## src/rtl/conv_pool_frame_ctrl_if.sv

```systemverilog
// Start/busy/done handshake, pixel-memory read port and conv-strobe bundle of conv_pool_frame_ctrl.
// master = network sequencer / pixel memory side, slave = the frame controller.
interface conv_pool_frame_ctrl_if #(
    parameter int PP     = 8,
    parameter int ADDR_W = 10
);
    logic                start;
    logic                hold;
    logic                busy;
    logic                done;
    logic [ADDR_W-1:0]   mem_addr;
    logic                mem_rd_en;
    logic signed [PP:0]  mem_rdata;
    logic signed [PP:0]  pxl_out;
    logic                pxl_valid;
    logic                conv_win_valid;
    logic                pool_en;

    modport master (
        output start, hold, mem_rdata,
        input  mem_addr, mem_rd_en, pxl_out, pxl_valid, conv_win_valid, pool_en, busy, done
    );

    modport slave (
        input  start, hold, mem_rdata,
        output mem_addr, mem_rd_en, pxl_out, pxl_valid, conv_win_valid, pool_en, busy, done
    );
endinterface

```

## src/rtl/conv_pool_frame_ctrl.sv

```systemverilog
// Frame sequencer for the first CNN layer: raster-reads one frame, streams it to the conv datapath
// and flags fully-inside conv windows and 2x2 pool completions. CONV_CTRL_STALL_CNT_EN adds stall_cnt.
module conv_pool_frame_ctrl #(
    parameter int IMG_W    = 32,
    parameter int IMG_H    = 32,
    parameter int K        = 5,
    parameter int PP       = 8,
    parameter int ADDR_W   = 10,
    parameter int PIPE_LAT = 2
) (
    input  logic                  clk,
    input  logic                  reset,
    conv_pool_frame_ctrl_if.slave bus
`ifdef CONV_CTRL_STALL_CNT_EN
    ,
    output logic [15:0]           stall_cnt
`endif
);
    localparam int CW        = (IMG_W > 1) ? $clog2(IMG_W) : 1;
    localparam int RW        = (IMG_H > 1) ? $clog2(IMG_H) : 1;
    localparam int TW        = RW + CW;
    localparam int DRAIN_CYC = 2 + PIPE_LAT;
    localparam int DW        = $clog2(DRAIN_CYC + 1);

    localparam logic [CW-1:0] LAST_COL = CW'(IMG_W - 1);
    localparam logic [RW-1:0] LAST_ROW = RW'(IMG_H - 1);
    localparam logic [CW-1:0] WIN_COL  = CW'(K - 1);
    localparam logic [RW-1:0] WIN_ROW  = RW'(K - 1);

    typedef enum logic [1:0] {IDLE, STREAM, DRAIN, DONE} state_t;

    state_t             state_q, state_d;
    logic [CW-1:0]      col_q, col_d;
    logic [RW-1:0]      row_q, row_d;
    logic [ADDR_W-1:0]  addr_q, addr_d;
    logic [DW-1:0]      drain_q, drain_d;
    logic               rd_q, rd_d;
    logic [TW-1:0]      tag1_q, tag1_d;
    logic [TW-1:0]      tag2_q, tag2_d;
    logic               pxl_valid_q, pxl_valid_d;
    logic signed [PP:0] pxl_out_q, pxl_out_d;
    logic [PIPE_LAT-1:0] dvld_q, dvld_d;
    logic [TW-1:0]      dtag_q [PIPE_LAT];
    logic [TW-1:0]      dtag_d [PIPE_LAT];
    logic               issue;

    assign issue = (state_q == STREAM) && !bus.hold;

    always_comb begin
        state_d = state_q;
        col_d   = col_q;
        row_d   = row_q;
        addr_d  = addr_q;
        drain_d = drain_q;
        case (state_q)
            IDLE: begin
                if (bus.start) begin
                    state_d = STREAM;
                    col_d   = '0;
                    row_d   = '0;
                    addr_d  = '0;
                end
            end
            STREAM: begin
                if (issue) begin
                    addr_d = addr_q + 1'b1;
                    if (col_q == LAST_COL) begin
                        col_d = '0;
                        row_d = row_q + 1'b1;
                    end else begin
                        col_d = col_q + 1'b1;
                    end
                    if (col_q == LAST_COL && row_q == LAST_ROW) begin
                        state_d = DRAIN;
                        drain_d = '0;
                    end
                end
            end
            DRAIN: begin
                drain_d = drain_q + 1'b1;
                if (drain_q == DW'(DRAIN_CYC - 1)) state_d = DONE;
            end
            DONE:    state_d = IDLE;
            default: state_d = IDLE;
        endcase
    end

    // The (row,col) tag rides alongside the read: memory stage, output register, then PIPE_LAT conv stages.
    always_comb begin
        rd_d        = issue;
        tag1_d      = {row_q, col_q};
        tag2_d      = tag1_q;
        pxl_valid_d = rd_q;
        pxl_out_d   = rd_q ? bus.mem_rdata : pxl_out_q;
        dvld_d      = dvld_q;
        dtag_d      = dtag_q;
        dvld_d[0]   = pxl_valid_q;
        dtag_d[0]   = tag2_q;
        for (int i = 1; i < PIPE_LAT; i++) begin
            dvld_d[i] = dvld_q[i-1];
            dtag_d[i] = dtag_q[i-1];
        end
    end

`ifdef CONV_CTRL_STALL_CNT_EN
    logic [15:0] stall_q, stall_d;

    always_comb begin
        stall_d = stall_q;
        if (state_q == IDLE && bus.start) begin
            stall_d = '0;
        end else if (state_q == STREAM && bus.hold && stall_q != 16'hFFFF) begin
            stall_d = stall_q + 16'd1;
        end
    end

    assign stall_cnt = stall_q;
`endif

    always_ff @(posedge clk or negedge reset) begin
        if (!reset) begin
            state_q     <= IDLE;
            col_q       <= '0;
            row_q       <= '0;
            addr_q      <= '0;
            drain_q     <= '0;
            rd_q        <= 1'b0;
            tag1_q      <= '0;
            tag2_q      <= '0;
            pxl_valid_q <= 1'b0;
            pxl_out_q   <= '0;
            dvld_q      <= '0;
            dtag_q      <= '{default: '0};
`ifdef CONV_CTRL_STALL_CNT_EN
            stall_q     <= '0;
`endif
        end else begin
            state_q     <= state_d;
            col_q       <= col_d;
            row_q       <= row_d;
            addr_q      <= addr_d;
            drain_q     <= drain_d;
            rd_q        <= rd_d;
            tag1_q      <= tag1_d;
            tag2_q      <= tag2_d;
            pxl_valid_q <= pxl_valid_d;
            pxl_out_q   <= pxl_out_d;
            dvld_q      <= dvld_d;
            dtag_q      <= dtag_d;
`ifdef CONV_CTRL_STALL_CNT_EN
            stall_q     <= stall_d;
`endif
        end
    end

    logic [RW-1:0] out_row;
    logic [CW-1:0] out_col;
    logic          win;

    // Pool parity is taken relative to the first valid window, so fold in K-1's own parity.
    assign out_row = dtag_q[PIPE_LAT-1][TW-1:CW];
    assign out_col = dtag_q[PIPE_LAT-1][CW-1:0];
    assign win     = dvld_q[PIPE_LAT-1] && (out_row >= WIN_ROW) && (out_col >= WIN_COL);

    assign bus.conv_win_valid = win;
    assign bus.pool_en        = win && (out_row[0] ^ WIN_ROW[0]) && (out_col[0] ^ WIN_COL[0]);
    assign bus.mem_rd_en      = issue;
    assign bus.mem_addr       = addr_q;
    assign bus.pxl_out        = pxl_out_q;
    assign bus.pxl_valid      = pxl_valid_q;
    assign bus.busy           = (state_q == STREAM) || (state_q == DRAIN);
    assign bus.done           = (state_q == DONE);
endmodule

```

## src/flat_wrapper.sv

```systemverilog
// flat-port wrapper written by rule: the top's interface ports become plain ports
module conv_pool_frame_ctrl_flat 
#(
    parameter int IMG_W    = 32,
    parameter int IMG_H    = 32,
    parameter int K        = 5,
    parameter int PP       = 8,
    parameter int ADDR_W   = 10,
    parameter int PIPE_LAT = 2
)
  (clk, reset, bus_start, bus_hold, bus_mem_rdata, bus_mem_addr, bus_mem_rd_en, bus_pxl_out, bus_pxl_valid, bus_conv_win_valid, bus_pool_en, bus_busy, bus_done);
  conv_pool_frame_ctrl_if #(.PP(PP), .ADDR_W(ADDR_W)) bus_i ();
  input  logic clk;
  input  logic reset;
  input wire logic [$bits(bus_i.start)-1:0] bus_start;
  input wire logic [$bits(bus_i.hold)-1:0] bus_hold;
  input wire logic [$bits(bus_i.mem_rdata)-1:0] bus_mem_rdata;
  output wire logic [$bits(bus_i.mem_addr)-1:0] bus_mem_addr;
  output wire logic [$bits(bus_i.mem_rd_en)-1:0] bus_mem_rd_en;
  output wire logic [$bits(bus_i.pxl_out)-1:0] bus_pxl_out;
  output wire logic [$bits(bus_i.pxl_valid)-1:0] bus_pxl_valid;
  output wire logic [$bits(bus_i.conv_win_valid)-1:0] bus_conv_win_valid;
  output wire logic [$bits(bus_i.pool_en)-1:0] bus_pool_en;
  output wire logic [$bits(bus_i.busy)-1:0] bus_busy;
  output wire logic [$bits(bus_i.done)-1:0] bus_done;
  assign bus_i.start = bus_start;
  assign bus_i.hold = bus_hold;
  assign bus_i.mem_rdata = bus_mem_rdata;
  assign bus_mem_addr = bus_i.mem_addr;
  assign bus_mem_rd_en = bus_i.mem_rd_en;
  assign bus_pxl_out = bus_i.pxl_out;
  assign bus_pxl_valid = bus_i.pxl_valid;
  assign bus_conv_win_valid = bus_i.conv_win_valid;
  assign bus_pool_en = bus_i.pool_en;
  assign bus_busy = bus_i.busy;
  assign bus_done = bus_i.done;
  conv_pool_frame_ctrl #(.IMG_W(IMG_W), .IMG_H(IMG_H), .K(K), .PP(PP), .ADDR_W(ADDR_W), .PIPE_LAT(PIPE_LAT)) u_core (.clk(clk), .reset(reset), .bus(bus_i));
endmodule
```

## config.mk

```make
export PLATFORM = sky130hd
export DESIGN_NAME = conv_pool_frame_ctrl_flat
export DESIGN_NICKNAME = d
export VERILOG_FILES = /design/src/rtl/conv_pool_frame_ctrl_if.sv /design/src/rtl/conv_pool_frame_ctrl.sv /design/src/flat_wrapper.sv
export SDC_FILE = /design/constraint.sdc
export NUM_CORES = 1
export LEC_CHECK = 0
export ABC_CLOCK_PERIOD_IN_PS = 2220
export CAP_MARGIN = 20
export CORE_MARGIN = 3
export CORE_UTILIZATION = 55
export CTS_CLUSTER_DIAMETER = 60
export CTS_CLUSTER_SIZE = 30
export DETAILED_ROUTE_END_ITERATION = 7
export DONT_BUFFER_PORTS = 1
export PLACE_DENSITY = 0.67
export SYNTH_ARGS = -nofsm -noshare
export SYNTH_HDL_FRONTEND = slang
export SYNTH_SLANG_ARGS = --single-unit
```

## constraint.sdc

```tcl
create_clock -name clk -period 2.22 [get_ports clk]
set_input_delay 0.444 -clock clk [delete_from_list [all_inputs] [get_ports clk]]
set_output_delay 0.444 -clock clk [all_outputs]
set_load 0.1 [all_outputs]
```

==> metrics, run 1 <==
syn_nets=231; critical path class=flop to flop; xor and xnor area share after synthesis=roughly 3%; nets@finish=254; Routed WL=4.35 mm; Clk pwr share=29.8%; Ys Warns=0; TritonRoute pass-1 iters=4; Hold Path Origin=bus_mem_rdata[5]; multiplexer area fraction after synthesis=about 6.1%; Worst slew margin=38.2%; gr usage total=16.9%; Worst Setup SP=u_core.col_q[0]$_DFFE_PN0P_; DR iter-0 viols=46; Crit Reg-Reg Startpoint=u_core.col_q[0]$_DFFE_PN0P_; Unique masters post-synth=39; Clock Latency Late Sink=between 0.3 and 0.4 ns; first-pass GRT wire length=7.77 mm; Data required, critical path=between 2 and 2.5 ns; Final GP Congestion=0.818; hold path cells=1; net switching power=1200 uW; FP Rows=24; power share of the sequential group=50.3%; adder-cell share of the synthesized area=5.58%; IO Port Bufs=0; switching share of power=33.8%; CTS H-tree lvls=3; Fin. Hold Viols=0; WP data arrival=2.27 ns; Core Area=4530 um2; Fill cells=332; Clock Path Buffers=2; largest net degree at the start of global routing=between 70 and 80; Avg Cell Area, Syn=13.1 um2; FMAX=between 0.4 and 0.5 GHz; ANT nets after route=0; DIE HEIGHT=75.9 um; fin crit share=93.3%; simple-gate area share of the yosys netlist=12.6%; clock root cell=clkbuf_8; die width=75.9 um; post-DP HPWL=a little over 3 mm; crit-path max FO=5; RSZ-0062 raised after global routing=false; post-synthesis async set-or-reset flop share=100%; sequential share of the synthesized area=65.1%; crit end category=flop; ratio of cells with drive above 1 in the final layout=22.0%; post-synthesis compound-gate area fraction=between 5 and 6%; diode count=0; Post-CTS Setup Repair Bufs=0; Logic pwr share=between 10% and 20%; max cap viols=0; DRC errors left=0; worst slew pin tran=slightly above 0.9 ns; share of the synthesized area in the top cell type=65.1%; vias in the first global route=1691; Critical Path Source Type=flop; area leader, netlist=dfrtp_1; Final setup viols=0; dominant cells by area after synthesis=dfrtp_1 (65%), ha_1 (5.6%), mux2_2 (4.6%); dpl cells=281; hold crit path type=input pin to flop; Overflow after GRT=0; Layout Skew=0.00408 ns; Main synth FF type=dfrtp_1; Num CTS Buffers=9; largest family of logic cells by synthesized area=simple AND/OR/NAND/NOR gates; Syn-to-layout area delta=16.4%; TritonCTS Sinks=70; cell area after synthesis=2690 um2; Via Count=1579; Int Power=2350 uW; maximum VDD drop=0.000852 V; die area=approximately 5800 um2; # IOs=38; post-synthesis cell count=206; Via density=5.32; wire per inst=between 10 and 15 um; Post-synth EDFFs=0; Pwr Density=1130 nW/um2; Slew Viols, Final=0; antenna violations before repair=0; post-layout min period=2.07 ns; leakage power=0.00150 uW; Final Non-Filler Cells=297; post-synthesis register bit count=70; Setup Total Neg Slack=0 ns; Initial Utilization=roughly three fifths; Worst-path clk slew=approximately 0.070 ns; CTS tree=built; status=finished, final reports clean; FF-to-FF path depth=7
[sequential cells by signal, indices dropped and copies added, names as in the netlist]
signal / flops
u_core.bus.pxl_out: 9
u_core.state_q: 2
u_core.pxl_valid_d: 1
u_core.dvld_q: 2
u_core.dtag_d: 8
u_core.row_q: 5
u_core.tag2_q: 8
u_core.dtag_q: 8
u_core.col_q: 5
u_core.drain_q: 3
u_core.tag1_q: 8
u_core.bus.pxl_valid: 1
u_core.bus.mem_addr: 10
[metal layers]
metal	part of all wire, %	vias to the layer above	GRT usage, %	wire, um
met3	5.3	7	7.23	230
met1	41	787	19.9	1790
met4	0.90	0	3.99	39
li1	-	750	-	-
met5	0	-	0	0
met2	53	35	28.8	2290
[cell usage in the layout, fill, tap and decap left out, types with 2 or more instances in the layout]
master / netlist / routed
dfrtp_1: 70 / 70
nand2_1: 19 / 19
buf_4: 1 / 14
mux2_2: 11 / 11
ha_1: 12 / 11
nor2_1: 12 / 10
o21ai_0: 10 / 10
clkbuf_8: 0 / 10
xor2_1: 7 / 7
nand3_1: 6 / 6
inv_1: 5 / 5
nand4_1: 5 / 5
and2_1: 4 / 4
nand2b_1: 4 / 4
and3_1: 3 / 3
nor3_1: 4 / 3
mux2i_1: 3 / 3
a21oi_1: 3 / 3
nor2_2: 0 / 2
nor2b_1: 2 / 2
or3_1: 2 / 2
a22oi_1: 2 / 2
xnor2_1: 2 / 2
bufinv_16: 0 / 2
[path summary, 6_finish.rpt]
check,end,slack [ns]
setup / recovery,u_core.drain_q[0]$_DFFE_PN0P_,0.15
hold / removal,u_core.bus.pxl_out[5]$_DFFE_PN0P_,0.27
setup reg to reg,u_core.drain_q[0]$_DFFE_PN0P_,0.15
hold reg to reg,u_core.tag2_q[4]$_DFF_PN0_,0.35
max in group asynchronous,u_core.bus.mem_addr[4]$_DFFE_PN0P_,1.30
min in group asynchronous,u_core.tag2_q[3]$_DFF_PN0_,0.66
[kinds of logic (layout without fill, tap and decap cells)]
kind of cell    count (synthesis)  in the layout
flops                          70             70
fa+ha+maj                      12             12
xor+xnor                        9              9
compound gates                 23             23
simple gates                   66             66
mux                            15             15
buf+inv                        11             37
[power groups by stage]
| stage | logic [uW] | clock network [uW] | registers, uW |
|---|---|---|---|
| final | 706 | 1060 | 1790 |
| after global placement | 657 | 0 | 1790 |
| after detailed placement | 678 | 0 | 1810 |
| after CTS | 712 | 1090 | 1780 |
| after global routing | 756 | 1160 | 1810 |
| after floorplan | 203 | 0 | 2110 |
[stage by stage]
| step | hold WS, ns | power [uW] | cell area (um2) | setup slack (ns) | util [%] |
|---|---|---|---|---|---|
| 2_1_floorplan | 0.148 | 2310 | 2700 | 0.105 | - |
| 3_3_place_gp | 0.150 | 2450 | 2880 | 0.229 | 63.5 |
| 3_5_place_dp | 0.150 | 2490 | 2880 | 0.171 | 63.5 |
| 4_1_cts | 0.256 | 3590 | 3130 | 0.0459 | 69.0 |
| 5_1_grt | 0.247 | 3730 | 3130 | 0.0596 | 69.0 |
| 6_report | 0.272 | 3550 | 3130 | 0.149 | 69.0 |
[critical path, stage by stage (launching register included)]
cell	delay, ns
dfrtp_1	0.42
ha_1	0.22
and3_1	0.18
ha_1	0.20
nor2b_1	0.16
a21o_2	0.23
and2_1	0.21
mux2_1	0.33
[final cells by class]
type	instances	area, um2	share of cell area, %
clock buffer	10	138	4.40
clock inverter	4	72.6	2.32
inverter	6	27.5	0.879
multi-input combinational	125	897	28.7
sequential	70	1750	56.0
tap	65	81.3	2.60
timing repair buffer	17	163	5.20
[Yosys cell counts (2+ instances only)]
| library cell | instances |
|---|---|
| xor2_1 | 7 |
| mux2_2 | 11 |
| xnor2_1 | 2 |
| and2_1 | 4 |
| nand3_1 | 6 |
| mux2i_1 | 3 |
| dfrtp_1 | 70 |
| ha_1 | 12 |
| or3_1 | 2 |
| clkbuf_1 | 2 |
| a22oi_1 | 2 |
| inv_1 | 5 |
| nor2b_1 | 2 |
| o21ai_0 | 10 |
| and3_1 | 3 |
| nor3_1 | 4 |
| nand4_1 | 5 |
| nand2b_1 | 4 |
| nor2_1 | 12 |
| a21oi_1 | 3 |
| nand2_1 | 19 |
[repair_timing]
item	4_1_cts	5_1_grt
hold buffers	2	0
endpoints found under the hold margin	70	0
setup endpoints to repair	0	2
gates resized for setup	0	1
(Power assumes the default switching activity.)
==> run 2, diff against run 1 <==
--- a/config.mk
+++ b/config.mk
@@ -5,7 +5,6 @@
 export SDC_FILE = /design/constraint.sdc
 export NUM_CORES = 1
 export LEC_CHECK = 0
-export ABC_CLOCK_PERIOD_IN_PS = 2220
 export CAP_MARGIN = 20
 export CORE_MARGIN = 3
 export CORE_UTILIZATION = 55
==> results of run 2 <==
Final layout, timing and power as in run 1 (identical DEF).
